===== config.mk =====
export PLATFORM = sky130hd
export DESIGN_NAME = rv32_multicycle_core
export DESIGN_NICKNAME = d
export VERILOG_FILES = /design/src/rtl/rv32_multicycle_core.sv
export SDC_FILE = /design/constraint.sdc
export NUM_CORES = 2
export LEC_CHECK = 0
export ABC_CLOCK_PERIOD_IN_PS = 90700
export CAP_MARGIN = 20
export CORE_UTILIZATION = 45
export DETAILED_ROUTE_END_ITERATION = 10
export PLACE_DENSITY = 0.67
export SYNTH_ARGS = -nofsm -noshare
export SYNTH_HDL_FRONTEND = slang
export SYNTH_SLANG_ARGS = --single-unit

===== constraint.sdc =====
create_clock -name clock -period 90.7 [get_ports clock]
set_input_delay 18.14 -clock clock [delete_from_list [all_inputs] [get_ports clock]]
set_output_delay 18.14 -clock clock [all_outputs]
set_load 0.03 [all_outputs]

===== src/rtl/rv32_multicycle_core.sv =====
// Multi-cycle RV32I/RV32E core with one shared req/ack memory port for fetch and load/store.
// Latency: 3 cycles (FETCH/EXEC/WB) for ALU/branch/jump, 4 for load/store, +1 per memory wait cycle.
// Backpressure: mem_req and its address/data/strobe are held until mem_ack; the core stalls meanwhile.
module rv32_multicycle_core #(
  parameter logic [31:0] RESET_PC = 32'h0000_0000,
  parameter int          NUM_REGS = 32
) (
  input  logic                     clock,
  input  logic                     reset,
  output logic                     mem_req,
  output logic                     mem_we,
  output logic [31:0]              mem_addr,
  output logic [31:0]              mem_wdata,
  output logic [3:0]               mem_wstrb,
  input  logic                     mem_ack,
  input  logic [31:0]              mem_rdata,
  output logic                     retire,
  output logic                     halted,
  output logic                     trap,
  output logic [31:0]              debug_pc,
  output logic [NUM_REGS-1:0][31:0] debug_reg
);

  if (NUM_REGS != 32 && NUM_REGS != 16) begin : g_bad_num_regs
    $error("NUM_REGS must be 32 (RV32I) or 16 (RV32E)");
  end

  localparam int AW = $clog2(NUM_REGS);

  typedef enum logic [2:0] {S_FETCH, S_EXEC, S_MEM, S_WB, S_HALT} state_t;
  state_t state, state_nxt;

  logic [31:0] pc, ir, next_pc_q, wb_val_q, ea_q, wdata_q;
  logic [3:0]  strb_q;
  logic        st_q, rd_we_q, trap_q;
  logic [31:0] regs [NUM_REGS];

  // instruction fields and immediates
  logic [6:0]  opcode, f7;
  logic [4:0]  rd, rs1, rs2;
  logic [2:0]  f3;
  logic [31:0] imm_i, imm_s, imm_b, imm_u, imm_j, rs1_val, rs2_val;
  assign opcode = ir[6:0];
  assign rd     = ir[11:7];
  assign f3     = ir[14:12];
  assign rs1    = ir[19:15];
  assign rs2    = ir[24:20];
  assign f7     = ir[31:25];
  assign imm_i  = {{20{ir[31]}}, ir[31:20]};
  assign imm_s  = {{20{ir[31]}}, ir[31:25], ir[11:7]};
  assign imm_b  = {{19{ir[31]}}, ir[31], ir[7], ir[30:25], ir[11:8], 1'b0};
  assign imm_u  = {ir[31:12], 12'h000};
  assign imm_j  = {{11{ir[31]}}, ir[31], ir[19:12], ir[20], ir[30:21], 1'b0};
  assign rs1_val = (int'(rs1) < NUM_REGS) ? regs[rs1[AW-1:0]] : 32'h0;
  assign rs2_val = (int'(rs2) < NUM_REGS) ? regs[rs2[AW-1:0]] : 32'h0;

  function automatic logic [31:0] alu(input logic [31:0] a, input logic [31:0] b,
                                      input logic [2:0] f, input logic alt);
    case (f)
      3'd0:    alu = alt ? a - b : a + b;
      3'd1:    alu = a << b[4:0];
      3'd2:    alu = {31'b0, $signed(a) < $signed(b)};
      3'd3:    alu = {31'b0, a < b};
      3'd4:    alu = a ^ b;
      3'd5:    alu = alt ? 32'($signed(a) >>> b[4:0]) : a >> b[4:0];
      3'd6:    alu = a | b;
      default: alu = a & b;
    endcase
  endfunction

  logic        ill, use_rd, use_rs1, use_rs2, is_ld, is_st, is_brk, jumps, br_taken;
  logic        bad_idx, mis_ls, exec_trap;
  logic [31:0] next_pc, wb_val, ea, st_data, ld_sh, ld_val;
  logic [3:0]  st_strb;

  // branch condition on the two source operands
  always_comb begin
    case (f3)
      3'd0:    br_taken = rs1_val == rs2_val;
      3'd1:    br_taken = rs1_val != rs2_val;
      3'd4:    br_taken = $signed(rs1_val) < $signed(rs2_val);
      3'd5:    br_taken = $signed(rs1_val) >= $signed(rs2_val);
      3'd6:    br_taken = rs1_val < rs2_val;
      3'd7:    br_taken = rs1_val >= rs2_val;
      default: br_taken = 1'b0;
    endcase
  end

  // decode: legality, operand usage, result, next pc and effective address
  always_comb begin
    ill = 1'b0; use_rd = 1'b0; use_rs1 = 1'b0; use_rs2 = 1'b0;
    is_ld = 1'b0; is_st = 1'b0; is_brk = 1'b0; jumps = 1'b0;
    wb_val = 32'h0; next_pc = pc + 32'd4; ea = rs1_val + imm_i;
    case (opcode)
      7'b0110111: begin use_rd = 1'b1; wb_val = imm_u; end
      7'b0010111: begin use_rd = 1'b1; wb_val = pc + imm_u; end
      7'b1101111: begin use_rd = 1'b1; wb_val = pc + 32'd4; next_pc = pc + imm_j; jumps = 1'b1; end
      7'b1100111: begin
        use_rd = 1'b1; use_rs1 = 1'b1; wb_val = pc + 32'd4; jumps = 1'b1;
        next_pc = (rs1_val + imm_i) & ~32'h1; ill = (f3 != 3'd0);
      end
      7'b1100011: begin
        use_rs1 = 1'b1; use_rs2 = 1'b1; ill = (f3 == 3'd2) || (f3 == 3'd3);
        if (br_taken) begin next_pc = pc + imm_b; jumps = 1'b1; end
      end
      7'b0000011: begin
        use_rd = 1'b1; use_rs1 = 1'b1; is_ld = 1'b1;
        ill = (f3 == 3'd3) || (f3 == 3'd6) || (f3 == 3'd7);
      end
      7'b0100011: begin
        use_rs1 = 1'b1; use_rs2 = 1'b1; is_st = 1'b1; ea = rs1_val + imm_s; ill = (f3 > 3'd2);
      end
      7'b0010011: begin
        use_rd = 1'b1; use_rs1 = 1'b1;
        wb_val = alu(rs1_val, imm_i, f3, (f3 == 3'd5) && ir[30]);
        if (f3 == 3'd1) ill = (f7 != 7'h00);
        if (f3 == 3'd5) ill = (f7 != 7'h00) && (f7 != 7'h20);
      end
      7'b0110011: begin
        use_rd = 1'b1; use_rs1 = 1'b1; use_rs2 = 1'b1;
        wb_val = alu(rs1_val, rs2_val, f3, ir[30]);
        ill = !((f7 == 7'h00) || ((f7 == 7'h20) && ((f3 == 3'd0) || (f3 == 3'd5))));
      end
      7'b0001111: ;  // FENCE: single in-order port, nothing to order
      7'b1110011: begin
        if (ir == 32'h0010_0073) is_brk = 1'b1;
        else if (ir != 32'h0000_0073) ill = 1'b1;  // ECALL runs as a NOP
      end
      default: ill = 1'b1;
    endcase
  end

  assign bad_idx = (use_rd && int'(rd) >= NUM_REGS) || (use_rs1 && int'(rs1) >= NUM_REGS) ||
                   (use_rs2 && int'(rs2) >= NUM_REGS);
  assign mis_ls  = (is_ld || is_st) &&
                   (((f3[1:0] == 2'b01) && ea[0]) || ((f3[1:0] == 2'b10) && (ea[1:0] != 2'b00)));
  assign exec_trap = ill || bad_idx || mis_ls || (jumps && next_pc[1]);

  // store lane placement: replicate the datum, strobe only the addressed lanes
  always_comb begin
    case (f3[1:0])
      2'b00:   begin st_data = {4{rs2_val[7:0]}};  st_strb = 4'b0001 << ea[1:0]; end
      2'b01:   begin st_data = {2{rs2_val[15:0]}}; st_strb = 4'b0011 << ea[1:0]; end
      default: begin st_data = rs2_val;            st_strb = 4'b1111; end
    endcase
  end

  // load extraction from the returned word, sign/zero extended by funct3
  assign ld_sh = mem_rdata >> {ea_q[1:0], 3'b000};
  always_comb begin
    case (f3)
      3'd0:    ld_val = {{24{ld_sh[7]}}, ld_sh[7:0]};
      3'd1:    ld_val = {{16{ld_sh[15]}}, ld_sh[15:0]};
      3'd4:    ld_val = {24'h0, ld_sh[7:0]};
      3'd5:    ld_val = {16'h0, ld_sh[15:0]};
      default: ld_val = ld_sh;
    endcase
  end

  // state register
  always_ff @(posedge clock or posedge reset) begin
    if (reset) state <= S_FETCH;
    else       state <= state_nxt;
  end

  // next-state: memory states wait for ack, EXEC picks halt/mem/writeback
  always_comb begin
    state_nxt = state;
    case (state)
      S_FETCH: if (mem_ack) state_nxt = S_EXEC;
      S_EXEC: begin
        if (exec_trap || is_brk)  state_nxt = S_HALT;
        else if (is_ld || is_st)  state_nxt = S_MEM;
        else                      state_nxt = S_WB;
      end
      S_MEM:   if (mem_ack) state_nxt = S_WB;
      S_WB:    state_nxt = S_FETCH;
      default: state_nxt = S_HALT;
    endcase
  end

  // outputs: request gated by reset so a pending access is dropped immediately
  always_comb begin
    mem_req   = !reset && ((state == S_FETCH) || (state == S_MEM));
    mem_we    = (state == S_MEM) && st_q;
    mem_addr  = (state == S_MEM) ? ea_q : pc;
    mem_wdata = wdata_q;
    mem_wstrb = ((state == S_MEM) && st_q) ? strb_q : 4'b0000;
    retire    = (state == S_WB);
    halted    = (state == S_HALT);
  end

  // datapath registers: instruction latch, EXEC results, load capture, writeback
  always_ff @(posedge clock or posedge reset) begin
    if (reset) begin
      pc <= RESET_PC; ir <= 32'h0; next_pc_q <= 32'h0; wb_val_q <= 32'h0;
      ea_q <= 32'h0; wdata_q <= 32'h0; strb_q <= 4'h0; st_q <= 1'b0;
      rd_we_q <= 1'b0; trap_q <= 1'b0;
      for (int i = 0; i < NUM_REGS; i++) regs[i] <= 32'h0;
    end else begin
      case (state)
        S_FETCH: if (mem_ack) ir <= mem_rdata;
        S_EXEC: begin
          next_pc_q <= next_pc;
          wb_val_q  <= wb_val;
          rd_we_q   <= use_rd && (rd != 5'd0);
          ea_q      <= ea;
          wdata_q   <= st_data;
          strb_q    <= st_strb;
          st_q      <= is_st;
          if (exec_trap) trap_q <= 1'b1;
        end
        S_MEM: if (mem_ack && !st_q) wb_val_q <= ld_val;
        S_WB: begin
          if (rd_we_q) regs[rd[AW-1:0]] <= wb_val_q;
          pc <= next_pc_q;
        end
        default: ;
      endcase
    end
  end

  // debug snapshot; entry 0 is hard zero
  always_comb begin
    for (int i = 0; i < NUM_REGS; i++) debug_reg[i] = regs[i];
    debug_reg[0] = 32'h0;
  end

  assign trap     = trap_q;
  assign debug_pc = pc;

endmodule


==> metrics.txt <==
# TYPE chip_impl_metric gauge
chip_impl_metric{name="pwr-share-clk",unit=""} 0.519
chip_impl_metric{name="layout.nets",unit=""} 9470
chip_impl_info{name="rsz0062_at_grt",value="false"} 1
chip_impl_info{name="synth-main-ff-cell",value="dfrtp_1"} 1
chip_impl_metric{name="layout.cells.non_filler",unit=""} 12100
chip_impl_metric{name="max-cap-violations",unit=""} 0
chip_impl_metric{name="synthCells",unit=""} 9258
chip_impl_metric{name="design.core.area",unit="mm^2"} 0.210
chip_impl_info{name="timing.hold.worst_endpoint",value="debug_pc[2]$_DFFE_PP0P_"} 1
chip_impl_info{name="run_status",value="finished, final reports clean"} 1
chip_impl_metric{name="synthesis.area",unit="mm^2"} 0.0952
chip_impl_metric{name="largest_register_ffs",unit=""} 992
chip_impl_metric{name="postRouteAntennaNets",unit=""} 0
chip_impl_metric{name="flow.area_growth_from_synthesis",unit="%"} 13.0
chip_impl_metric{name="async_flop_share",unit=""} 1.00
chip_impl_metric{name="first_global_vias",unit=""} 81700
chip_impl_metric{name="die_width",unit="um"} 462
chip_impl_metric{name="seq_area_frac_synth",unit=""} 0.322
chip_impl_metric{name="postCtsResizedCells",unit=""} 0
chip_impl_info{name="worstPathCellList",value="clkdlybuf4s50_1 > nor3_1 > clkdlybuf4s50_1"} 1
chip_impl_metric{name="switchingPower",unit="mW"} 0.285
chip_impl_metric{name="fp.dieArea",unit="mm^2"} 0.213
chip_impl_metric{name="globalplace.congestion",unit=""} 1.10
chip_impl_metric{name="dpl.cell_count",unit=""} 11800
chip_impl_metric{name="clk_latency",unit="ns"} 0.89
chip_impl_metric{name="setup_clock_skew_after_layout",unit="ns"} 0.0677
chip_impl_metric{name="globalRouteTotalUtil",unit=""} 0.534
chip_impl_metric{name="path_max_fanout",unit=""} 2
chip_impl_info{name="regToRegEndpoint",value="trap$_DFFE_PP0P_"} 1
chip_impl_metric{name="critical_path.max_stage_delay",unit="ns"} 0.72
chip_impl_metric{name="synth_seq_cells",unit=""} 1226
chip_impl_info{name="cts_root_buffer",value="clkbuf_16"} 1
chip_impl_metric{name="critical_path_required",unit="ns"} 72.56
chip_impl_metric{name="yosys.cell_types.count",unit=""} 100
chip_impl_metric{name="fraction_of_layout_instances_using_a_drive_strength_above_1",unit=""} 0.253
chip_impl_metric{name="layout.area.seq",unit="mm^2"} 0.0307
chip_impl_metric{name="drt_drc_violations_left",unit=""} 0
chip_impl_metric{name="drt-pass1-iter-count",unit=""} 8
chip_impl_metric{name="worst-endpoint-arrival",unit="ns"} 19.64
chip_impl_metric{name="post_drt_via_cell_ratio",unit=""} 7.20
chip_impl_metric{name="finalSetupViolCount",unit=""} 0
chip_impl_metric{name="final.period_utilization",unit=""} 0.416
chip_impl_metric{name="syn_area_per_cell",unit="um^2"} 10.3
chip_impl_metric{name="maxSlewHeadroom",unit=""} 0.0439
chip_impl_metric{name="io_pins",unit=""} 1164
chip_impl_metric{name="irDropWorstVdd",unit="mV"} 0.0212
chip_impl_metric{name="post-dp-hpwl",unit="um"} 433000
chip_impl_metric{name="synth-edff-count",unit=""} 0
chip_impl_metric{name="ctsLongestPathBuffers",unit=""} 3
chip_impl_info{name="critical_path.startpoint_type",value="input pin"} 1
chip_impl_info{name="cp-end-kind",value="output port"} 1
chip_impl_metric{name="slew_violations",unit=""} 0
chip_impl_metric{name="synthesis_warning_total",unit=""} 0
chip_impl_metric{name="vias",unit=""} 87000
chip_impl_metric{name="whs_path_depth",unit=""} 2
chip_impl_info{name="min-delay-path-class",value="flip-flop to flip-flop"} 1
chip_impl_metric{name="slew_at_the_pin_closest_to_its_max_slew_limit",unit="ns"} 1.39
chip_impl_metric{name="filler_cell_count",unit=""} 18800
chip_impl_metric{name="clk_transition_reported_paths",unit="ns"} 0.06
chip_impl_metric{name="wl_per_cell",unit="um"} 48.1
chip_impl_info{name="holdCritStartpoint",value="next_pc_q[2]$_DFFE_PP0P_"} 1
chip_impl_metric{name="holdWs",unit="ns"} 0.469
chip_impl_metric{name="cts_htree_levels",unit=""} 4
chip_impl_metric{name="cts_hold_buffers",unit=""} 0
chip_impl_info{name="criticalPathCategory",value="input pin to output port"} 1
chip_impl_metric{name="power_report.internal_total",unit="mW"} 0.890
chip_impl_metric{name="setup-tns-final",unit="ns"} 0
chip_impl_metric{name="worst_reg2reg_path_length_in_cells",unit=""} 20
chip_impl_info{name="worst_r2r_startpoint",value="ir[21]$_DFFE_PP0P_"} 1
chip_impl_metric{name="grt_max_degree",unit=""} 171
chip_impl_metric{name="power.sequential.fraction",unit=""} 0.466
chip_impl_metric{name="fmax",unit="MHz"} 26.5
chip_impl_metric{name="comb_power_share",unit=""} 0.015
chip_impl_metric{name="row_count",unit=""} 168
chip_impl_metric{name="die_height",unit="um"} 462
chip_impl_metric{name="first_pass_grt_wire_length",unit="um"} 763000
chip_impl_metric{name="setup.reg_to_reg.worst_slack",unit="ns"} 80.32
chip_impl_metric{name="cts.repair_timing.setup_buffer_count",unit=""} 0
chip_impl_info{name="timing.critical_path.slowest_stage_cell",value="clkdlybuf4s50_1"} 1
chip_impl_metric{name="cts.sink_count",unit=""} 1226
chip_impl_metric{name="fin_crit",unit="ns"} 37.78
chip_impl_info{name="cts_tree",value="built"} 1
chip_impl_metric{name="buffer_ports.inserted",unit=""} 1131
chip_impl_info{name="timing.critical_path.mode_cell",value="clkdlybuf4s50_1"} 1
chip_impl_metric{name="cts_inserted_buffers",unit=""} 144
chip_impl_metric{name="drt_first_iter_violations",unit=""} 14600
chip_impl_metric{name="route.final.wire_length",unit="um"} 582000
chip_impl_metric{name="multiInputGateArea",unit="mm^2"} 0.0536
chip_impl_metric{name="start_util",unit=""} 0.453
chip_impl_metric{name="grt_antenna_before_repair",unit=""} 67
chip_impl_metric{name="finalHoldViolations",unit=""} 0
chip_impl_metric{name="p_per_area",unit="mW/mm^2"} 10.9
chip_impl_metric{name="sw_frac_of_total",unit=""} 0.243
chip_impl_metric{name="grt_overflow_total",unit=""} 0
chip_impl_metric{name="total_leakage_power",unit="nW"} 47.1
chip_impl_metric{name="post-layout-total-power",unit="mW"} 1.17
==> power by group through the flow <==
stage / sequential, mW / combinational [mW] / clock, mW
3_3_place_gp: 0.557 / 0.0176 / 0
2_1_floorplan: 0.558 / 0.0112 / 0
5_1_grt: 0.547 / 0.0201 / 0.629
6_report: 0.547 / 0.0182 / 0.610
4_1_cts: 0.547 / 0.0179 / 0.607
3_5_place_dp: 0.557 / 0.0178 / 0
==> critical path, delay by kind of cell <==
kind	cells	cell delay, ns
buffers and inverters	2	1.25
AND/OR/NAND/NOR	1	0.24
==> worst max-delay path by stage <==
stage	startpoint	end	slack (ns)	cells past startpoint
floorplan	reset	debug_pc[0]$_DFFE_PP0P_	38.02	1
global placement	reset	mem_req	53.00	3
detailed placement	reset	mem_req	52.96	3
CTS	reset	mem_req	52.96	3
global route	reset	mem_req	52.89	3
finish	reset	mem_req	52.93	3
==> cell type report <==
| class | count | area share |
|---|---|---|
| clock buffers | 190 | 0.0365 |
| well taps | 2805 | 0.0326 |
| diodes | 26 | 0.000605 |
| inverters | 171 | 0.00614 |
| clock inverters | 67 | 0.00822 |
| multi-input cells | 6110 | 0.498 |
| flip-flops and latches | 1226 | 0.286 |
| repair buffers | 1490 | 0.132 |
==> layout by cell type, fill, tap and decap left out, types with 76 or more instances in the layout <==
cell type        synthesis  routed
nand2_1                720     704
ha_1                   284     284
a21oi_1                513     513
nor3_1                 116     109
clkdlybuf4s50_1          0    1131
xnor2_1                104     104
dfrtp_1               1226    1212
mux2_2                1075    1075
mux4_2                 502     502
inv_1                  149     144
a211oi_1                78      78
o21ai_0                447     444
nor2_1                 428     399
a22oi_1                132     132
a21o_1                  76      76
mux2i_1                376     371
nand3_1                145     141
buf_4                 1044     340
clkbuf_16                0     144
==> metrics by stage <==
stage / instance area (um^2) / setup WS [ns] / util
floorplan: 95300 / 38.02 / -
global placement: 102000 / 53.00 / 0.488
global route: 108000 / 52.89 / 0.512
finish: 108000 / 52.93 / 0.512
detailed placement: 102000 / 52.96 / 0.488
CTS: 107000 / 52.96 / 0.511
==> layer usage <==
layer / GRT usage / wire length [um] / vias up
met1: 0.645 / 206000 / 44600
met4: 0.453 / 60800 / 40
met5: 0 / 259 / -
met2: 0.738 / 235000 / 7489
li1: - / - / 32800
met3: 0.212 / 79200 / 2103
==> cells by family after synthesis <==
group | after synthesis | synth area share
AO/OA/AOI/OAI | 1916 | 0.130
XOR/XNOR | 175 | 0.0161
adder cells (fa/ha/maj) | 292 | 0.0390
buffers and inverters | 1953 | 0.122
flip-flops | 1226 | 0.322
multiplexers | 1968 | 0.290
other | 1 | 0.0000394
AND/OR/NAND/NOR | 1727 | 0.0814
==> cell usage after synthesis (15+ instances only) <==
master | instances | area (um^2)
or3_1 | 38 | 238
a21o_1 | 76 | 571
a31oi_1 | 74 | 463
nor2b_1 | 37 | 231
clkbuf_1 | 497 | 1870
buf_4 | 1044 | 7840
mux2_2 | 1075 | 12100
a221oi_1 | 45 | 394
o31ai_1 | 40 | 300
buf_2 | 114 | 571
nand2b_1 | 25 | 156
xnor2_1 | 104 | 911
inv_1 | 149 | 559
and2_1 | 25 | 156
o21a_1 | 29 | 218
dfrtp_1 | 1226 | 30700
a211o_1 | 23 | 201
nor3_1 | 116 | 581
nor2_1 | 428 | 1610
mux4_2 | 502 | 11300
o22ai_1 | 44 | 275
a32oi_1 | 18 | 158
a22oi_1 | 132 | 991
o211ai_1 | 74 | 556
o21ai_0 | 447 | 2240
ha_1 | 284 | 3550
a21boi_0 | 24 | 180
inv_2 | 15 | 56.3
o21bai_1 | 40 | 300
buf_1 | 102 | 383
or2_2 | 18 | 113
o221ai_1 | 36 | 315
nand3_1 | 145 | 726
and3_1 | 46 | 288
buf_6 | 19 | 214
a211oi_1 | 78 | 586
mux2i_1 | 376 | 3760
nand2_1 | 720 | 2700
xor2_1 | 71 | 622
a2111oi_0 | 24 | 210
nand4_1 | 46 | 288
a22o_1 | 35 | 307
a21oi_1 | 513 | 2570
Power figures use the tool's default switching activity.
